$ cat src/rtl/fpu_pkg.sv
// Shared FPU definitions: single-precision field widths, packing helpers and
// the state codes of the sequential divider.
package fpu_pkg;

  localparam int EXP_W  = 8;
  localparam int FRAC_W = 23;
  localparam int MANT_W = 24;
  localparam int QUOT_W = 26;

  localparam logic [EXP_W-1:0] BIAS    = 8'd127;
  localparam logic [EXP_W-1:0] EXP_INF = 8'hFF;

  typedef struct packed {
    logic              sign;
    logic [EXP_W-1:0]  exp;
    logic [FRAC_W-1:0] frac;
  } fp32_t;

  localparam logic [1:0] FDIV_IDLE  = 2'd0;
  localparam logic [1:0] FDIV_DIV   = 2'd1;
  localparam logic [1:0] FDIV_ROUND = 2'd2;
  localparam logic [1:0] FDIV_DONE  = 2'd3;

  function automatic fp32_t fp_pack(input logic s, input logic [EXP_W-1:0] e,
                                    input logic [FRAC_W-1:0] f);
    fp32_t r;
    r.sign = s;
    r.exp  = e;
    r.frac = f;
    return r;
  endfunction

  function automatic fp32_t fp_inf(input logic s);
    return fp_pack(s, EXP_INF, 23'h0);
  endfunction

  function automatic fp32_t fp_zero(input logic s);
    return fp_pack(s, 8'h00, 23'h0);
  endfunction

  // Significand with the hidden one restored (denormals are never seen here).
  function automatic logic [MANT_W-1:0] fp_mant(input fp32_t v);
    return {1'b1, v.frac};
  endfunction

endpackage

$ cat src/rtl/fdiv_step.sv
// One restoring-division iteration: shift the next dividend bit into the partial
// remainder and subtract the divisor when it fits.
module fdiv_step
  import fpu_pkg::*;
(
  input  logic [MANT_W-1:0] rem_in,
  input  logic              bit_in,
  input  logic [MANT_W-1:0] m2,
  output logic [MANT_W-1:0] rem_out,
  output logic              qbit
);

  logic [MANT_W:0] shifted_s;
  logic [MANT_W:0] diff_s;

  // Compare-and-subtract; the remainder always stays below m2, so MANT_W bits suffice.
  always_comb begin
    shifted_s = {rem_in, bit_in};
    diff_s    = shifted_s - {1'b0, m2};
    if (shifted_s >= {1'b0, m2}) begin
      qbit    = 1'b1;
      rem_out = diff_s[MANT_W-1:0];
    end else begin
      qbit    = 1'b0;
      rem_out = shifted_s[MANT_W-1:0];
    end
  end

endmodule

$ cat src/rtl/fdiv_seq.sv
// Multi-cycle single-precision divider y = x1 / x2 with valid/ready handshakes,
// restoring mantissa division and round-to-nearest-even.
module fdiv_seq
  import fpu_pkg::*;
#(
  parameter int BITS_PER_CYCLE = 1
) (
  input  logic        clk,
  input  logic        rstn,
  input  logic        in_valid,
  output logic        in_ready,
  input  logic [31:0] x1,
  input  logic [31:0] x2,
  output logic        out_valid,
  input  logic        out_ready,
  output logic [31:0] y,
  output logic        busy
);

  localparam logic [4:0] DIV_LAST = 5'(QUOT_W / BITS_PER_CYCLE - 1);

  if (BITS_PER_CYCLE != 1 && BITS_PER_CYCLE != 2) begin : g_bad_bpc
    $error("fdiv_seq: BITS_PER_CYCLE must be 1 or 2");
  end

  fp32_t a_s;
  fp32_t b_s;
  logic  a_exp_zero_s;
  logic  b_exp_zero_s;

  assign a_s          = x1;
  assign b_s          = x2;
  assign a_exp_zero_s = (a_s.exp == 8'h00);
  assign b_exp_zero_s = (b_s.exp == 8'h00);

  logic [1:0]        state_r;
  logic [1:0]        state_nxt_s;
  logic              in_ready_r;
  logic              busy_r;
  logic              out_valid_r;
  logic [31:0]       y_r;
  logic              sign_r;
  logic [EXP_W-1:0]  e1_r;
  logic [EXP_W-1:0]  e2_r;
  logic [MANT_W-1:0] m2_r;
  logic [MANT_W-1:0] rem_r;
  logic [QUOT_W-1:0] q_r;
  logic [4:0]        cnt_r;
  logic              m1_lsb_r;
  logic              div0_r;
  logic              zero_r;

  // The remainder starts as m1>>1 so that the first step shifts in m1[0] and
  // yields q[25] = floor(m1/m2); every later step shifts in a zero.
  logic              first_bit_s;
  logic [MANT_W-1:0] rem0_s;
  logic              qbit0_s;
  logic [MANT_W-1:0] rem_step_s;
  logic [QUOT_W-1:0] q_step_s;

  assign first_bit_s = (cnt_r == 5'd0) ? m1_lsb_r : 1'b0;

  fdiv_step u_step0 (
    .rem_in (rem_r),
    .bit_in (first_bit_s),
    .m2     (m2_r),
    .rem_out(rem0_s),
    .qbit   (qbit0_s)
  );

  if (BITS_PER_CYCLE == 2) begin : g_two
    logic [MANT_W-1:0] rem1_s;
    logic              qbit1_s;

    fdiv_step u_step1 (
      .rem_in (rem0_s),
      .bit_in (1'b0),
      .m2     (m2_r),
      .rem_out(rem1_s),
      .qbit   (qbit1_s)
    );

    assign rem_step_s = rem1_s;
    assign q_step_s   = {q_r[QUOT_W-3:0], qbit0_s, qbit1_s};
  end else begin : g_one
    assign rem_step_s = rem0_s;
    assign q_step_s   = {q_r[QUOT_W-2:0], qbit0_s};
  end

  logic [FRAC_W-1:0] mant_s;
  logic              guard_s;
  logic              sticky_s;
  logic              inc_s;
  logic [FRAC_W:0]   mant_rnd_s;
  logic signed [9:0] exp_diff_s;
  logic signed [9:0] exp_pre_s;
  logic signed [9:0] exp_fin_s;
  fp32_t             y_calc_s;

  // Normalise, round to nearest even and apply the special/range overrides.
  always_comb begin
    exp_diff_s = $signed({2'b00, e1_r}) - $signed({2'b00, e2_r}) + $signed({2'b00, BIAS});
    if (q_r[QUOT_W-1]) begin
      mant_s    = q_r[24:2];
      guard_s   = q_r[1];
      sticky_s  = q_r[0] | (|rem_r);
      exp_pre_s = exp_diff_s;
    end else begin
      mant_s    = q_r[23:1];
      guard_s   = q_r[0];
      sticky_s  = |rem_r;
      exp_pre_s = exp_diff_s - 10'sd1;
    end
    inc_s      = guard_s & (sticky_s | mant_s[0]);
    mant_rnd_s = {1'b0, mant_s} + {{FRAC_W{1'b0}}, inc_s};
    if (mant_rnd_s[FRAC_W]) begin
      exp_fin_s = exp_pre_s + 10'sd1;
    end else begin
      exp_fin_s = exp_pre_s;
    end
    if (div0_r) begin
      y_calc_s = fp_inf(sign_r);
    end else if (zero_r) begin
      y_calc_s = fp_zero(sign_r);
    end else if (exp_fin_s <= 10'sd0) begin
      y_calc_s = fp_zero(sign_r);
    end else if (exp_fin_s >= 10'sd255) begin
      y_calc_s = fp_inf(sign_r);
    end else begin
      y_calc_s = fp_pack(sign_r, exp_fin_s[7:0], mant_rnd_s[FRAC_W-1:0]);
    end
  end

  // Next-state decode.
  always_comb begin
    state_nxt_s = state_r;
    case (state_r)
      FDIV_IDLE: begin
        if (in_valid) begin
          state_nxt_s = (a_exp_zero_s | b_exp_zero_s) ? FDIV_ROUND : FDIV_DIV;
        end else begin
          state_nxt_s = FDIV_IDLE;
        end
      end
      FDIV_DIV: begin
        if (cnt_r == DIV_LAST) begin
          state_nxt_s = FDIV_ROUND;
        end else begin
          state_nxt_s = FDIV_DIV;
        end
      end
      FDIV_ROUND: state_nxt_s = FDIV_DONE;
      FDIV_DONE: begin
        if (out_ready) begin
          state_nxt_s = FDIV_IDLE;
        end else begin
          state_nxt_s = FDIV_DONE;
        end
      end
      default: state_nxt_s = FDIV_IDLE;
    endcase
  end

  // State register with in_ready/busy registered from the next state.
  always_ff @(posedge clk or negedge rstn) begin
    if (!rstn) begin
      state_r    <= FDIV_IDLE;
      in_ready_r <= 1'b1;
      busy_r     <= 1'b0;
    end else begin
      state_r    <= state_nxt_s;
      in_ready_r <= (state_nxt_s == FDIV_IDLE);
      busy_r     <= (state_nxt_s != FDIV_IDLE);
    end
  end

  // Operand capture, iteration and result registers.
  always_ff @(posedge clk or negedge rstn) begin
    if (!rstn) begin
      out_valid_r <= 1'b0;
      y_r         <= 32'h0;
      sign_r      <= 1'b0;
      e1_r        <= 8'h00;
      e2_r        <= 8'h00;
      m2_r        <= 24'h0;
      rem_r       <= 24'h0;
      q_r         <= 26'h0;
      cnt_r       <= 5'd0;
      m1_lsb_r    <= 1'b0;
      div0_r      <= 1'b0;
      zero_r      <= 1'b0;
    end else begin
      case (state_r)
        FDIV_IDLE: begin
          if (in_valid) begin
            sign_r   <= a_s.sign ^ b_s.sign;
            e1_r     <= a_s.exp;
            e2_r     <= b_s.exp;
            m2_r     <= fp_mant(b_s);
            rem_r    <= {2'b01, a_s.frac[22:1]};
            m1_lsb_r <= a_s.frac[0];
            q_r      <= 26'h0;
            cnt_r    <= 5'd0;
            div0_r   <= b_exp_zero_s;
            zero_r   <= a_exp_zero_s;
          end
        end
        FDIV_DIV: begin
          rem_r <= rem_step_s;
          q_r   <= q_step_s;
          cnt_r <= cnt_r + 5'd1;
        end
        FDIV_ROUND: begin
          y_r         <= y_calc_s;
          out_valid_r <= 1'b1;
        end
        FDIV_DONE: begin
          if (out_ready) begin
            out_valid_r <= 1'b0;
          end
        end
        default: out_valid_r <= 1'b0;
      endcase
    end
  end

  assign in_ready  = in_ready_r;
  assign busy      = busy_r;
  assign out_valid = out_valid_r;
  assign y         = y_r;

endmodule

$ cat config.mk
export PLATFORM = sky130hd
export DESIGN_NAME = fdiv_seq
export DESIGN_NICKNAME = d
export VERILOG_FILES = /design/src/rtl/fpu_pkg.sv /design/src/rtl/fdiv_step.sv /design/src/rtl/fdiv_seq.sv
export SDC_FILE = /design/constraint.sdc
export NUM_CORES = 1
export LEC_CHECK = 0
export CORE_MARGIN = 2
export CORE_UTILIZATION = 52
export CTS_CLUSTER_SIZE = 12
export DETAILED_ROUTE_END_ITERATION = 8
export GPL_TIMING_DRIVEN = 0
export PLACE_DENSITY_LB_ADDON = 0.2
export REMOVE_ABC_BUFFERS = 1
export SLEW_MARGIN = 20
export SYNTH_ARGS = -nofsm -noshare
export SYNTH_HDL_FRONTEND = slang
export SYNTH_SLANG_ARGS = --single-unit
$ cat constraint.sdc
create_clock -name clk -period 3.65 [get_ports clk]
set_input_delay 0.73 -clock clk [delete_from_list [all_inputs] [get_ports clk]]
set_output_delay 0.73 -clock clk [all_outputs]
set_load 0.02 [all_outputs]
Yosys cells after proc, flatten, opt, wreduce, memory -nomap -nowiden --
Cells that the tools add are included.
Word-level totals: output and inout port bits 35, register bits after elaboration 136
Cells by class: bitwise gates (word level) 5, magnitude comparators 3, mux-type cells 25, add/sub/neg operators 7, equality and inequality tests 6, reduce and logical (&&, ||, !) cells 12
Operators with widths (number):
- 2-to-1 mux 31 bit | 4
- case mux 26 bit (2 select lines) | 1
- 2-to-1 mux 24 bit | 2
- case mux 24 bit (2 select lines) | 1
- 2-to-1 mux 26 bit | 1
- greater-or-equal comparator 25 x 24 -> 1 bit | 1
- adder 23 x 1 -> 24 bit | 1
- OR reduction 24 bit | 1
- subtractor 24 bit | 1
- 2-to-1 mux 23 bit | 1
- 2-to-1 mux 10 bit | 2
- zero test 8 bit | 2
- adder 10 x 2 -> 10 bit, second input constant | 1
- adder 9 x 8 -> 10 bit, second input constant | 1
- greater-or-equal comparator 10 x 9 -> 1 bit, second input constant | 1
- <= comparator 10 x 1 -> 1 bit, second input constant | 1
- case mux 5 bit (2 select lines) | 1
- subtractor 10 x 2 -> 10 bit, second input constant | 1
- subtractor 8 x 8 -> 9 bit | 1
- 2-to-1 mux 2 bit | 4
- case mux 2 bit (4 select lines) | 1
- AND reduction 2 bit | 3
- nonzero test 2 bit | 3
- adder 5 x 1 -> 5 bit, second input constant | 1
- other kinds (12) | 21

Depth between registers and ports, before layout --
word-level depth 12, mapped depth 19, depth with buffers taken out 17

Modules after synthesis --
From an unflattened synthesis, not the netlist that was laid out.
Unflattened totals: cell total of the unflattened synthesis 1134, area total of the unflattened synthesis 9540.4 µm²
By module, submodules not included:
- fdiv_seq | times used 1, cells each 882, sequential area each 3404.5 µm², area an instance 7808.7 µm²
- fdiv_step | times used 1, cells each 252, sequential area each 0.0 µm², area an instance 1731.7 µm²

Worst setup path before layout --
OpenSTA, ideal clock, no wires.
kind register to register, start point register e1_r[0], end point register y_r[13] (netlist: y[13]), arrival 3.816 ns, data required time 3.558 ns, period minus slack after synthesis 3.908 ns, path buffers 3, cell stages (with the launch flop) 19, setup time 0.092 ns, slack -0.258 ns, path through dfrtp_1 inv_1 ha_1 inv_1 fa_1 inv_1 ha_1 clkbuf_1 or4_1 o22ai_1 nand4_1 o21ai_1 xor2_1 a31oi_1 o31a_1 or2_1 buf_6 buf_12 o31ai_2
On the way: longest elaborated chain between the ends 11, elaborated cells on any way between the ends 12, those cells by class add/sub: 4; order compare: 2; mux: 6
RTL lines:
- from (decl) | line fdiv_seq.sv:43 | logic [EXP_W-1:0] e1_r;
- from (signal assigned) | line fdiv_seq.sv:197 | e1_r <= a_s.exp;
- subtractor 8 x 8 -> 9 bit * | line fdiv_seq.sv:102 | exp_diff_s = $signed({2'b00, e1_r}) - $signed({2'b00, e2_r}) + $signed({2'b00, BIAS});
- adder 9 x 8 -> 10 bit * | line fdiv_seq.sv:102
- subtractor 10 x 2 -> 10 bit | line fdiv_seq.sv:112 | exp_pre_s = exp_diff_s - 10'sd1;
- 2-to-1 mux 10 bit * | line fdiv_seq.sv:103 | if (q_r[QUOT_W-1]) begin
- adder 10 x 2 -> 10 bit | line fdiv_seq.sv:117 | exp_fin_s = exp_pre_s + 10'sd1;
- 2-to-1 mux 10 bit * | line fdiv_seq.sv:116 | if (mant_rnd_s[FRAC_W]) begin
- greater-or-equal comparator 10 x 9 -> 1 bit | line fdiv_seq.sv:127 | end else if (exp_fin_s >= 10'sd255) begin
- 2-to-1 mux 31 bit | line fdiv_seq.sv:127
- 2-to-1 mux 31 bit * | line fdiv_seq.sv:125 | end else if (exp_fin_s <= 10'sd0) begin
- 2-to-1 mux 31 bit * | line fdiv_seq.sv:123 | end else if (zero_r) begin
- 2-to-1 mux 31 bit * | line fdiv_seq.sv:121 | if (div0_r) begin
- to (signal assigned) | line fdiv_seq.sv:214 | y_r <= y_calc_s;
- to (decl) | line fdiv_seq.sv:41 | logic [31:0] y_r;
Every way passes the cells marked *; elsewhere a longest branch is shown, timed or not. A chain may end at the register's enable or synchronous reset.

Final worst setup path --
start point register e1_r[0], end point register y_r[0] (netlist: y[0])
The elaborated chain is that of the path after synthesis.

==> flow_summary.ini <==
[sta]
finalCritPeriodShare = 1.096
max_slew.worst_pin.slew_ps = 1008
min_period_ps = 4002
max_freq_ghz = 0.2499
slew_violations = 0
relSlewSlack = 0.3261
fin_skew_ps = 9.122
finalHoldWorstSlack_ps = 240.9
rsz0062_at_grt = yes
fin_ws_ps = -351.6
hold_viol = 0
setup_viol = 31

[drt]
vias = 8280
routed_wl_mm = 24.69
firstDrtPassIters = 5
wl_per_cell_um = 17.64
drc = 0
drt-initial-drc-count = 582
ant_nets = 0
via_per_inst = 5.914

[placed_design]
dpl_cell_area_um2 = 10320
dp_hpwl_mm = 14.96
numPortBuffers = 102
place_congestion = 0.8258

[grt]
grt_first_pass_wirelength_mm = 38.30
grt_pass1_vias = 7799
grt_overflow = 0
grt_max_degree = 70
antenna_found_initial = 0
grtUsageTotal = 0.2593

[critical_path]
crit_type = flip-flop to flip-flop
arrival_ps = 4340
startpoint_type = flip-flop
worstSetupEndpointType = flip-flop
crit_fanout = 6
critical_path_required_ps = 3990

[clocking]
clockRootBuffer = clkbuf_16
cts_buffers = 17
cts_tree = yes
h-tree-depth = 4
cts.sink_count = 136
clkLatencyLatePin_ps = 430
clockBufferDepth = 2
clk_pin_slew_ps = 60

[yosys]
ys_types = 90
ys_top_cells_by_count = nand2_1, dfrtp_1, o21ai_0
synth_ff_type = dfrtp_1
postSynthAreaPerCell_um2 = 8.826
synth_warnings = 0
ys_ff_latch = 136
yosysMostFrequentCell = nand2_1
yosysTopAreaCell = dfrtp_1
ys_top_cells_by_area = dfrtp_1, nand2_1, ha_1
syn-instance-count = 1036
yosysSeqAreaShare = 0.3723
ys_async_sr_fraction = 1.000
synth-edff-count = 0
synth_top_cell_area_share = 0.3695
syn_area_um2 = 9144

[floorplan]
coreArea_um2 = 17240
start_util = 0.5305
io_pins = 103
die_area_um2 = 18660
fp.dieW_um = 136.6
die-height_um = 136.6
rows = 48

[final_layout]
final_area_um2 = 12000
final_layout_size_suffix_gt1_frac = 0.1966
n_antenna_cell = 0
area_growth_pct = 31.21
finalNetCount = 1271

[min_path]
hold_path_class = primary input to async pin

[run_status]
violations = negative setup slack
status = finished, violations left

[run]
maxCapViolations = 0
==> layout make-up <==
type / instances / area [um^2]
Fill cell: 1304 / 5239
Timing Repair Buffer: 159 / 1555
Sequential cell: 136 / 3410
Clock buffer: 19 / 432.9
Multi-Input combinational cell: 793 / 5941
Clock inverter: 13 / 171.4
Inverter: 55 / 206.4
Tap cell: 225 / 281.5
==> layer usage <==
| layer | vias to the layer above | global-route usage | wire length [um] | part of all wire |
|---|---|---|---|---|
| met4 | 0 | 0.09317 | 774 | 0.031 |
| met2 | 258 | 0.4419 | 12540 | 0.51 |
| met3 | 74 | 0.04963 | 1087 | 0.044 |
| met5 | - | 0 | 0 | 0 |
| li1 | 3932 | - | - | - |
| met1 | 4016 | 0.3281 | 10290 | 0.42 |
==> path summary, 6_finish.rpt <==
| path | cells past startpoint | slack (ps) | start | end |
|---|---|---|---|---|
| worst min-delay path | 1 | 240 | rstn | y[29]$_DFFE_PN0P_ |
| worst max register to register | 16 | -350 | e1_r[0]$_DFFE_PN0P_ | y[0]$_DFFE_PN0P_ |
| worst max-delay path | 16 | -350 | e1_r[0]$_DFFE_PN0P_ | y[0]$_DFFE_PN0P_ |
| min in group clk | 2 | 450 | m2_r[23]$_DFFE_PN0P_ | m2_r[23]$_DFFE_PN0P_ |
| max in group asynchronous | 2 | 2670 | rstn | rem_r[6]$_DFFE_PN0P_ |
| worst min register to register | 2 | 450 | m2_r[23]$_DFFE_PN0P_ | m2_r[23]$_DFFE_PN0P_ |
==> repair_timing <==
action / 4_1_cts / 5_1_grt
resized for setup: 71 / 52
endpoints found under the setup margin: 47 / 48
pin swaps: 45 / 46
setup buffers: 25 / 24
hold buffers: 0 / 0
gates cloned: 4 / 2
==> layout by cell type, fill, tap and decap left out, types with 6 or more instances in the layout <==
master	Yosys	layout
nand4_1	12	12
nor2_1	57	54
a21oi_1	70	66
xor2_1	31	27
mux2_2	6	6
dfrtp_1	135	133
nor2b_1	13	12
inv_1	55	52
a22o_1	19	19
a21o_1	17	17
nand2b_1	9	7
o21ai_0	88	84
nor3_1	14	10
nand3_1	25	21
ha_1	39	34
clkbuf_16	0	17
nor4_1	10	10
buf_4	3	44
a211oi_2	8	10
mux2i_1	17	16
o21ai_2	1	6
xnor2_2	0	11
nand2_1	156	155
xnor2_1	44	30
and3_1	8	7
o22ai_1	13	12
buf_6	1	7
clkdlybuf4s50_1	0	101
o31ai_2	19	19
==> state kept, by name, summed over array words and instances (netlist names), 2 cells and up <==
signal   cells
q_r         26
m2_r        24
e2_r         8
cnt_r        5
e1_r         8
y           32
state_r      2
rem_r       24
==> logic make-up (layout without fill, tap and decap cells) <==
family	after synthesis	in the layout	synth area share
flip-flops	136	136	0.3723
buffers and inverters	113	246	0.05405
XOR/XNOR	77	77	0.07608
AO/OA/AOI/OAI	307	307	0.2371
adder cells (fa/ha/maj)	41	41	0.05775
multiplexers	23	23	0.02600
AND/OR/NAND/NOR	339	345	0.1767
==> stage by stage <==
| step | std cells | utilization | TNS (ps) | worst slack, ps |
|---|---|---|---|---|
| 2_1_floorplan | 978 | - | -77400 | -2400 |
| 3_3_place_gp | 1305 | 0.5894 | -727090 | -4583 |
| 3_5_place_dp | 1314 | 0.5987 | -38390 | -1396 |
| 4_1_cts | 1375 | 0.6677 | -5927 | -267.3 |
| 5_1_grt | 1400 | 0.6961 | -11890 | -431.6 |
| 6_report | 1400 | 0.6961 | -9056 | -351.6 |
==> critical path, stage by stage, from the launching register on <==
cell and delay [ps]:
dfrtp_1 370, inv_2 80, ha_4 130, inv_2 30
fa_2 360, a211o_1 320, a211o_1 370, a221oi_4 400
nor2_1 90, a41oi_1 320, o21ai_2 130, xor2_2 210
a31oi_1 120, o31a_1 310, buf_4 140, or2_4 320
o31ai_2 230
Power is left out: the tool's default activity adds up to more than one toggle a clock period on the data nets, which glitch-free logic cannot reach.
